`config.mk`:
```
export PLATFORM = sky130hd
export DESIGN_NAME = lsu
export DESIGN_NICKNAME = d
export VERILOG_FILES = /design/src/rtl/lsu.sv
export SDC_FILE = /design/constraint.sdc
export NUM_CORES = 1
export LEC_CHECK = 0
export CORE_AREA = 2 2 408 410
export CTS_BUF_LIST = sky130_fd_sc_hd__clkbuf_8
export CTS_CLUSTER_DIAMETER = 50
export DETAILED_ROUTE_END_ITERATION = 8
export DIE_AREA = 0 0 410 412
export HOLD_SLACK_MARGIN = 0.15
export PLACE_DENSITY = 0.34
export SETUP_SLACK_MARGIN = 0.5
export SYNTH_ARGS = -nofsm -noshare
export SYNTH_HDL_FRONTEND = slang
export SYNTH_SLANG_ARGS = --single-unit
```
`constraint.sdc`:
```
create_clock -name clk -period 5 [get_ports clk]
set_input_delay 0.5 -clock clk [delete_from_list [all_inputs] [get_ports clk]]
set_output_delay 0.5 -clock clk [all_outputs]
set_load 0.005 [all_outputs]
```
`src/rtl/lsu.sv`:
```
// Load/store stage: one aligned data access per instruction, load formatting, fault detection.
// Latency: non-memory op 1 cycle; memory op 2 cycles plus any request/response stall.
// Backpressure: LS_EX_ls_ready held low until write-back accepts; request held stable until req_ready.
module lsu (
    input  logic        clk,
    input  logic        rst_n,
    input  logic        EX_LS_reg_execute_valid,
    output logic        LS_EX_ls_ready,
    input  logic [63:0] EX_LS_reg_PC,
    input  logic [63:0] EX_LS_reg_next_PC,
    input  logic [31:0] EX_LS_reg_inst,
    input  logic        EX_LS_reg_trap_valid,
    input  logic        EX_LS_reg_mret_valid,
    input  logic        EX_LS_reg_sret_valid,
    input  logic        EX_LS_reg_dret_valid,
    input  logic [63:0] EX_LS_reg_trap_cause,
    input  logic [63:0] EX_LS_reg_trap_tval,
    input  logic        EX_LS_reg_csr_wen,
    input  logic        EX_LS_reg_csr_ren,
    input  logic [11:0] EX_LS_reg_csr_addr,
    input  logic [4:0]  EX_LS_reg_rd,
    input  logic        EX_LS_reg_dest_wen,
    input  logic [63:0] EX_LS_reg_data,
    input  logic [63:0] EX_LS_reg_store_data,
    input  logic        EX_LS_reg_load_valid,
    input  logic        EX_LS_reg_store_valid,
    input  logic [1:0]  EX_LS_reg_ls_size,
    input  logic        EX_LS_reg_load_signed,
    output logic        LS_MEM_req_valid,
    input  logic        MEM_LS_req_ready,
    output logic [63:0] LS_MEM_addr,
    output logic        LS_MEM_wen,
    output logic [63:0] LS_MEM_wdata,
    output logic [7:0]  LS_MEM_wstrb,
    input  logic        MEM_LS_rsp_valid,
    input  logic [63:0] MEM_LS_rdata,
    input  logic        MEM_LS_rsp_err,
    input  logic        WB_LS_ls_ready,
    input  logic        WB_LS_flush_flag,
    output logic        LS_WB_reg_ls_valid,
    output logic [63:0] LS_WB_reg_PC,
    output logic [63:0] LS_WB_reg_next_PC,
    output logic [31:0] LS_WB_reg_inst,
    output logic        LS_WB_reg_trap_valid,
    output logic        LS_WB_reg_mret_valid,
    output logic        LS_WB_reg_sret_valid,
    output logic        LS_WB_reg_dret_valid,
    output logic [63:0] LS_WB_reg_trap_cause,
    output logic [63:0] LS_WB_reg_trap_tval,
    output logic        LS_WB_reg_csr_wen,
    output logic        LS_WB_reg_csr_ren,
    output logic [11:0] LS_WB_reg_csr_addr,
    output logic [4:0]  LS_WB_reg_rd,
    output logic        LS_WB_reg_dest_wen,
    output logic [63:0] LS_WB_reg_data
);
    typedef enum logic [1:0] {IDLE, WAIT, DRAIN} state_t;

    state_t      state, state_nxt;
    logic [63:0] addr;
    logic [2:0]  boff;
    logic        mem_op, misaligned, req, consume;
    logic [7:0]  strb_base;
    logic [63:0] shifted, load_data;
    logic        trap_nxt, dest_wen_nxt;
    logic [63:0] cause_nxt, tval_nxt, data_nxt;

    assign addr   = EX_LS_reg_data;
    assign boff   = addr[2:0];
    assign mem_op = EX_LS_reg_execute_valid & (EX_LS_reg_load_valid | EX_LS_reg_store_valid)
                  & ~EX_LS_reg_trap_valid;

    always_comb begin
        case (EX_LS_reg_ls_size)
            2'd1:    misaligned = addr[0];
            2'd2:    misaligned = |addr[1:0];
            2'd3:    misaligned = |addr[2:0];
            default: misaligned = 1'b0;
        endcase
    end

    // The execute register is held while we wait, so the address stays valid in WAIT.
    always_comb begin
        state_nxt = state;
        req       = 1'b0;
        consume   = 1'b0;
        case (state)
            IDLE: begin
                if (EX_LS_reg_execute_valid && !WB_LS_flush_flag) begin
                    if (mem_op && !misaligned) begin
                        req = 1'b1;
                        if (MEM_LS_req_ready) state_nxt = WAIT;
                    end else begin
                        consume = WB_LS_ls_ready;
                    end
                end
            end
            WAIT: begin
                if (WB_LS_flush_flag) begin
                    state_nxt = MEM_LS_rsp_valid ? IDLE : DRAIN;
                end else if (MEM_LS_rsp_valid && WB_LS_ls_ready) begin
                    consume   = 1'b1;
                    state_nxt = IDLE;
                end
            end
            DRAIN: begin
                if (MEM_LS_rsp_valid) state_nxt = IDLE;
            end
            default: state_nxt = IDLE;
        endcase
    end

    assign LS_MEM_req_valid = req & rst_n;
    assign LS_EX_ls_ready   = consume & rst_n;

    always_comb begin
        case (EX_LS_reg_ls_size)
            2'd0:    strb_base = 8'h01;
            2'd1:    strb_base = 8'h03;
            2'd2:    strb_base = 8'h0F;
            default: strb_base = 8'hFF;
        endcase
    end

    assign LS_MEM_addr  = {addr[63:3], 3'b000};
    assign LS_MEM_wen   = EX_LS_reg_store_valid;
    assign LS_MEM_wstrb = EX_LS_reg_store_valid ? (strb_base << boff) : 8'h00;
    assign LS_MEM_wdata = EX_LS_reg_store_valid ? (EX_LS_reg_store_data << {boff, 3'b000}) : 64'd0;
    assign shifted      = MEM_LS_rdata >> {boff, 3'b000};

    always_comb begin
        case (EX_LS_reg_ls_size)
            2'd0:    load_data = {{56{EX_LS_reg_load_signed & shifted[7]}},  shifted[7:0]};
            2'd1:    load_data = {{48{EX_LS_reg_load_signed & shifted[15]}}, shifted[15:0]};
            2'd2:    load_data = {{32{EX_LS_reg_load_signed & shifted[31]}}, shifted[31:0]};
            default: load_data = shifted;
        endcase
    end

    always_comb begin
        trap_nxt     = EX_LS_reg_trap_valid;
        cause_nxt    = EX_LS_reg_trap_cause;
        tval_nxt     = EX_LS_reg_trap_tval;
        dest_wen_nxt = EX_LS_reg_dest_wen;
        data_nxt     = EX_LS_reg_data;
        if (state == IDLE && mem_op && misaligned) begin
            trap_nxt     = 1'b1;
            cause_nxt    = EX_LS_reg_load_valid ? 64'd4 : 64'd6;
            tval_nxt     = addr;
            dest_wen_nxt = 1'b0;
        end else if (state == WAIT) begin
            if (MEM_LS_rsp_err) begin
                trap_nxt     = 1'b1;
                cause_nxt    = EX_LS_reg_load_valid ? 64'd5 : 64'd7;
                tval_nxt     = addr;
                dest_wen_nxt = 1'b0;
            end else if (EX_LS_reg_load_valid) begin
                data_nxt = load_data;
            end
        end
    end

    always_ff @(posedge clk or negedge rst_n) begin
        if (!rst_n) begin
            state                <= IDLE;
            LS_WB_reg_ls_valid   <= 1'b0;
            LS_WB_reg_PC         <= 64'd0;
            LS_WB_reg_next_PC    <= 64'd0;
            LS_WB_reg_inst       <= 32'd0;
            LS_WB_reg_trap_valid <= 1'b0;
            LS_WB_reg_mret_valid <= 1'b0;
            LS_WB_reg_sret_valid <= 1'b0;
            LS_WB_reg_dret_valid <= 1'b0;
            LS_WB_reg_trap_cause <= 64'd0;
            LS_WB_reg_trap_tval  <= 64'd0;
            LS_WB_reg_csr_wen    <= 1'b0;
            LS_WB_reg_csr_ren    <= 1'b0;
            LS_WB_reg_csr_addr   <= 12'd0;
            LS_WB_reg_rd         <= 5'd0;
            LS_WB_reg_dest_wen   <= 1'b0;
            LS_WB_reg_data       <= 64'd0;
        end else begin
            state <= state_nxt;
            if (WB_LS_flush_flag)    LS_WB_reg_ls_valid <= 1'b0;
            else if (consume)        LS_WB_reg_ls_valid <= 1'b1;
            else if (WB_LS_ls_ready) LS_WB_reg_ls_valid <= 1'b0;
            if (consume) begin
                LS_WB_reg_PC         <= EX_LS_reg_PC;
                LS_WB_reg_next_PC    <= EX_LS_reg_next_PC;
                LS_WB_reg_inst       <= EX_LS_reg_inst;
                LS_WB_reg_trap_valid <= trap_nxt;
                LS_WB_reg_mret_valid <= EX_LS_reg_mret_valid;
                LS_WB_reg_sret_valid <= EX_LS_reg_sret_valid;
                LS_WB_reg_dret_valid <= EX_LS_reg_dret_valid;
                LS_WB_reg_trap_cause <= cause_nxt;
                LS_WB_reg_trap_tval  <= tval_nxt;
                LS_WB_reg_csr_wen    <= EX_LS_reg_csr_wen;
                LS_WB_reg_csr_ren    <= EX_LS_reg_csr_ren;
                LS_WB_reg_csr_addr   <= EX_LS_reg_csr_addr;
                LS_WB_reg_rd         <= EX_LS_reg_rd;
                LS_WB_reg_dest_wen   <= dest_wen_nxt;
                LS_WB_reg_data       <= data_nxt;
            end
        end
    end
endmodule

```
==> impl_metrics.csv, run 1 <==
group,metric,value,unit
run_status,status,"finished, final reports clean",
sta,slew_violations,0,
logic_synthesis,synthFlopType,"dfrtp_1",
logic_synthesis,netlist.area_leader.share,48.37,%
logic_synthesis,ys_seq_area_share,48.37,%
global_route,overflow,0,
global_route,grt.busiest_layer,"met2",
sta,skew,0.06242,ns
logic_synthesis,yosys.area.top_type,"dfrtp_1",
logic_synthesis,synth-seq-cells,379,
global_route,grt_pass1_vias,22600,
sta,finalCriticalPeriod,4.007,ns
route,totalWireLength,136.4,mm
clock_network,hold_buffers,160,
die,fp.dieH,412,um
sta,relSlewSlack,23.74,%
clock_network,cts_tree,"done",
setup_path,cp_data_required_time,4.50,ns
clock_network,post-cts-setup-buffers,0,
cells_and_area,nets,3948,
logic_synthesis,synth-simple-area-share,25.47,%
route,drc,0,
clock_network,ctsResizeCount,0,
sta,setup_viol,0,
global_route,met2_usage,27.25,%
die,rows,149,
clock_network,clkTransAtPathRegs,0.06,ns
logic_synthesis,synth.area.mux_share,8.615,%
logic_synthesis,syn_avg_cell_area,8.419,um^2
logic_synthesis,synth_warnings,0,
setup_path,timing.rr.end,"LS_WB_reg_data[30]$_DFFE_PN0P_",
route,vias,21480,
power,p_total,0.01175,W
clock_network,cts.sinks,379,
setup_path,arrival,3.51,ns
route,routed_via_density,3.770,
hold_path,hold_path.class,"input pin to asynchronous set/reset pin",
clock_network,clock_latency,0.76,ns
die,num_io_pins,1033,
sta,hold_viol,0,
route,drt_iter0_drc,1273,
power,p_leak,15.26,nW
clock_network,root_buffer,"clkbuf_8",
setup_path,ff2ff_path_depth,5,
setup_path,critical_path_class,"input pin to output port",
global_route,grt_util_met3,4.493,%
logic_synthesis,synth.distinct_cells,54,
setup_path,critPathLaunchType,"input pin",
clock_network,clock_path_buffers,3,
logic_synthesis,yosysMostFrequentCell,"nand2_1",
setup_path,worst_setup_path_end_kind,"output port",
die,initial_core_util,11.94,%
global_route,antenna_found_initial,21,
route,final_antenna_net_count,0,
setup_path,setup.worst_path.start,"EX_LS_reg_ls_size[0]",
clock_network,htreeDepth,3,
die,die_w,410,um
power,vdd_ir_drop_max,0.0001375,V
place,io_buffers,1029,
logic_synthesis,synth_top_family_by_area,"simple AND/OR/NAND/NOR gates",
sta,fin_crit_sh,80.14,%
route,routedWlPerCell,23.95,um
logic_synthesis,synth_fa_ha_area_share,0,%
logic_synthesis,netlist_area,19610,um^2
clock_network,cts_inserted_buffers,91,
die,die-area,168900,um^2
job,cap_viol_max_count,0,
place,dp_hpwl,106.0,mm
logic_synthesis,synthXorXnorAreaFrac,0,%
power,powerDensity,329.1,nW/um^2
logic_synthesis,synth_common_cells,"nand2_1, dfrtp_1, a21oi_1",
logic_synthesis,synth_cells,2329,
die,core,164200,um^2
sta,worstMarginPinSlew,1.135,ns
sta,grt_setup_unrepaired,"no",
logic_synthesis,netlist_top_cells_area,"dfrtp_1, nand2_1, mux2i_1",
setup_path,cp-endpoint,"LS_EX_ls_ready",
route,first_pass_iters,5,
logic_synthesis,synth-async-reset-ratio,100.0,%
setup_path,crit_path_max_fanout,7,
sta,timing.fmax,0.2496,GHz
logic_synthesis,synth-compound-area-share,11.34,%
sta,fin_tns_setup,0,ns
setup_path,regToRegSetupSlack,2.00,ns
cells_and_area,post_route_cells_drive_above_1_share,7.655,%
global_route,grt_usage,15.57,%
global_route,grtUsageMet1,18.75,%
logic_synthesis,synth_edf_count,0,
global_route,grt_max_degree,114,
cells_and_area,areaGrowthSynthToFinish,82.03,%
global_route,grt_pass1_wl,186.5,mm
place,gp_congestion,0.8071,
setup_path,reg2reg_from,"state[1]$_DFFE_PN0P_",
layout make-up:
type	instances	area, um^2
antenna	7	17.52
clock buffer	113	1555
clock inverter	50	469.2
fill	18280	128600
inverter	2	7.507
multi-input combinational	1714	8979
sequential	379	9484
tap	2189	2739
timing repair buffer	1243	12440
kinds of logic after synthesis:
group / count (synthesis)
other: 1
AOI/OAI and AO/OA: 368
muxes: 135
DFF: 379
buffers and inverters: 238
and+or+nand+nor: 1208
power by group:
group | leakage, nW | internal [W] | total, W | switching, W
clock network | 1.11 | 0.00242 | 0.00419 | 0.00177
registers | 4.62 | 0.00367 | 0.00402 | 0.000358
logic | 9.53 | 0.00194 | 0.00353 | 0.00159
total | 15.3 | 0.00803 | 0.0117 | 0.00372
critical path, cell delays in order:
cell             delay (ns)
clkdlybuf4s50_1        0.65
a21oi_1                0.16
a21oi_1                0.72
nor2_1                 0.26
o32ai_4                0.35
and2_1                 0.31
clkdlybuf4s50_1        0.54
how the worst min path moves through the flow:
stage | end | slack [ns] | depth (start not counted)
6_report | LS_WB_reg_trap_cause[33]$_DFFE_PN0P_ | 0.29 | 2
5_1_grt | LS_WB_reg_next_PC[19]$_DFFE_PN0P_ | 0.20 | 3
4_1_cts | LS_WB_reg_trap_tval[29]$_DFFE_PN0P_ | 0.15 | 3
3_5_place_dp | LS_WB_reg_next_PC[60]$_DFFE_PN0P_ | 0.45 | 2
3_3_place_gp | LS_WB_reg_inst[21]$_DFFE_PN0P_ | 0.45 | 2
2_1_floorplan | LS_WB_reg_PC[0]$_DFFE_PN0P_ | 0.20 | 0
registers in the layout (all words and copies together), names as in the netlist, 2 cells and up:
name and flops:
LS_WB_reg_csr_addr 12, LS_WB_reg_inst 32, LS_WB_reg_trap_tval 64, LS_WB_reg_data 64, LS_WB_reg_next_PC 64, LS_WB_reg_PC 64
LS_WB_reg_trap_cause 64, state 2, LS_WB_reg_rd 5
per-layer routing:
metal  vias up  share of wire [%]
li1       9942                  -
met1     10550                 41
met2       823                 50
met3       142                7.2
met4        16                1.8
met5         -              0.074
layout by cell type, fill, tap and decap left out, types with 23 or more instances in the layout:
cell type,netlist,routed
o21ai_0,47,47
nand2_1,849,849
dlygate4sd3_1,0,160
nand3_1,70,70
nor2b_1,46,44
a211oi_1,31,31
mux4_2,24,24
a21oi_1,171,170
nor3_1,28,28
mux2i_1,87,87
buf_4,65,45
clkdlybuf4s50_1,0,1024
dfrtp_1,379,379
clkbuf_8,0,113
o22ai_1,23,23
nor2_1,148,147
metrics by stage:
stage	worst slack (ns)	cells	cell area, um^2	util [%]	hold WS [ns]
floorplan	2.420	2331	19620	-	0.2044
global placement	0.8588	5367	32050	19.51	0.4479
detailed placement	0.8705	5367	32050	19.51	0.4548
CTS	0.9206	5690	35670	21.72	0.1500
global route	0.7858	5694	35680	21.73	0.1956
finish	0.9929	5697	35690	21.73	0.2854
No activity file was read; power rests on OpenSTA's default activity.
==> inputs of run 2 (changes only) <==
--- a/config.mk
+++ b/config.mk
@@ -5,13 +5,13 @@
 export SDC_FILE = /design/constraint.sdc
 export NUM_CORES = 1
 export LEC_CHECK = 0
-export CORE_AREA = 2 2 408 410
+export CORE_AREA = 2 2 407 409
 export CTS_BUF_LIST = sky130_fd_sc_hd__clkbuf_8
 export CTS_CLUSTER_DIAMETER = 50
 export DETAILED_ROUTE_END_ITERATION = 8
-export DIE_AREA = 0 0 410 412
+export DIE_AREA = 0 0 409 411
 export HOLD_SLACK_MARGIN = 0.15
-export PLACE_DENSITY = 0.34
+export PLACE_DENSITY = 0.35
 export SETUP_SLACK_MARGIN = 0.5
 export SYNTH_ARGS = -nofsm -noshare
 export SYNTH_HDL_FRONTEND = slang
==> constraint.sdc (replaced) <==
create_clock -name clk -period 3.5 [get_ports clk]
set_input_delay 0.35 -clock clk [delete_from_list [all_inputs] [get_ports clk]]
set_output_delay 0.35 -clock clk [all_outputs]
set_load 0.005 [all_outputs]
==> impl_metrics.csv, run 2 (synthesized netlist as in run 1, its figures left out) <==
group,metric,value,unit
run_status,status,"finished, final reports clean",
sta,finalCriticalPeriod,2.916,ns
sta,setup_viol,0,
sta,relSlewSlack,40.15,%
sta,worstMarginPinSlew,0.8856,ns
die,core,163900,um^2
cells_and_area,areaGrowthSynthToFinish,91.23,%
cells_and_area,final_cells,5883,
sta,slew_violations,0,
die,die-area,168100,um^2
die,die_w,409,um
sta,fin_crit_sh,83.33,%
setup_path,worst_setup_path_end_kind,"output port",
place,dp_slack,-0.2226,ns
cells_and_area,nets,4129,
route,final_antenna_net_count,0,
sta,hold_viol,0,
sta,timing.fmax,0.3429,GHz
cells_and_area,post_route_cells_drive_above_1_share,8.449,%
global_route,antenna_found_initial,27,
cells_and_area,layout_common_cells,"clkdlybuf4s50_1, nand2_1, dfrtp_1, dlygate4sd3_1, a21oi_1",
route,vias,22190,
clock_network,cts_tree,"done",
global_route,grt_usage,15.79,%
die,num_io_pins,1033,
route,first_pass_iters,5,
place,gp_congestion,0.8160,
setup_path,crit_path_max_fanout,41,
place,dp_cells,5407,
setup_path,critPathLaunchType,"input pin",
global_route,grt_max_degree,112,
die,rows,149,
clock_network,clock_path_buffers,3,
setup_path,critical_path_class,"input pin to output port",
sta,skew,0.06574,ns
setup_path,arrival,2.57,ns
route,drt_iter0_drc,1262,
cells_and_area,fill_cells,18060,
clock_network,htreeDepth,3,
place,io_buffers,1029,
clock_network,root_buffer,"clkbuf_8",
clock_network,cts_inserted_buffers,89,
route,routedWlPerCell,23.42,um
cells_and_area,layout_commonest_cell,"clkdlybuf4s50_1",
route,routed_via_density,3.771,
global_route,grt_pass1_vias,23240,
power,p_total,0.01667,W
die,fp.dieH,411,um
place,dp_hpwl,108.9,mm
clock_network,clkTransAtPathRegs,0.05,ns
route,totalWireLength,137.8,mm
power,p_leak,16.07,nW
sta,setup_slack,0.5836,ns
power,vdd_ir_drop_max,0.0002379,V
hold_path,hold_path.class,"input pin to flop",
job,cap_viol_max_count,0,
clock_network,clock_latency,0.76,ns
die,initial_core_util,11.97,%
global_route,grt_pass1_wl,189.8,mm
cells_and_area,final_util,22.88,%
route,drc,0,
setup_path,cp_data_required_time,3.15,ns
power,powerDensity,444.7,nW/um^2
sta,grt_setup_unrepaired,"no",
clock_network,cts.sinks,379,
global_route,overflow,0,
## run 2: power by group
| part | switching, W | internal, W | total, W |
|---|---|---|---|
| registers | 0.000535 | 0.00524 | 0.00577 |
| logic | 0.00232 | 0.00293 | 0.00524 |
| clock network | 0.00245 | 0.00321 | 0.00566 |
| total | 0.00530 | 0.0114 | 0.0167 |
## run 2: final timing paths
check	endpoint	start	cells after the start	slack [ns]
hold / removal	LS_WB_reg_trap_tval[2]$_DFFE_PN0P_	EX_LS_reg_trap_tval[2]	3	0.25
setup reg to reg	LS_WB_reg_data[30]$_DFFE_PN0P_	state[1]$_DFFE_PN0P_	5	0.66
min in group asynchronous	LS_WB_reg_next_PC[49]$_DFFE_PN0P_	rst_n	4	0.82
hold reg to reg	LS_WB_reg_inst[19]$_DFFE_PN0P_	LS_WB_reg_inst[19]$_DFFE_PN0P_	2	0.46
max in group asynchronous	LS_WB_reg_trap_tval[51]$_DFFE_PN0P_	rst_n	5	1.58
setup / recovery	LS_MEM_wdata[45]	EX_LS_reg_data[0]	6	0.58
## run 2: timing repair
item,CTS,global route
cloned,0,0
setup endpoints to repair,5,5
hold buffers,302,0
endpoints found under the hold margin,676,0
pin swaps,1,0
buffers inserted,1,0
resized for setup,7,5
## run 2: stage by stage
stage               setup TNS, ns  hold slack, ns  area (um^2)
floorplan                       0         0.05441        19620
global placement          -0.3925          0.2391        32480
detailed placement        -0.4692          0.2373        32480
CTS                             0          0.1573        37450
global route                    0          0.1585        37490
finish                          0          0.2495        37490
## run 2: routing by layer
metal | up-vias | global-route usage (%) | share of wire, %
li1 | 10320 | - | -
met1 | 10850 | 18.76 | 40
met2 | 830 | 28.03 | 50
met3 | 164 | 4.477 | 7.1
met4 | 22 | 3.506 | 2.0
met5 | - | 0 | 0.11
## run 2: layout make-up
type                    count  area [um^2]  area share (%)
diodes                     13        32.53         0.08676
clock buffers             110         1514           4.038
clock inverters            50        390.4           1.041
inverters                   2        7.507         0.02002
multi-input cells        1714         9011           24.03
flip-flops and latches    379         9485           25.30
well taps                2189         2739           7.305
repair buffers           1426        14320           38.18
## run 2: critical path: stages
cell and delay, ns:
buf_6 0.18, buf_4 0.53, mux4_2 0.58, a22oi_1 0.32, nor2b_1 0.09, clkdlybuf4s50_1 0.48
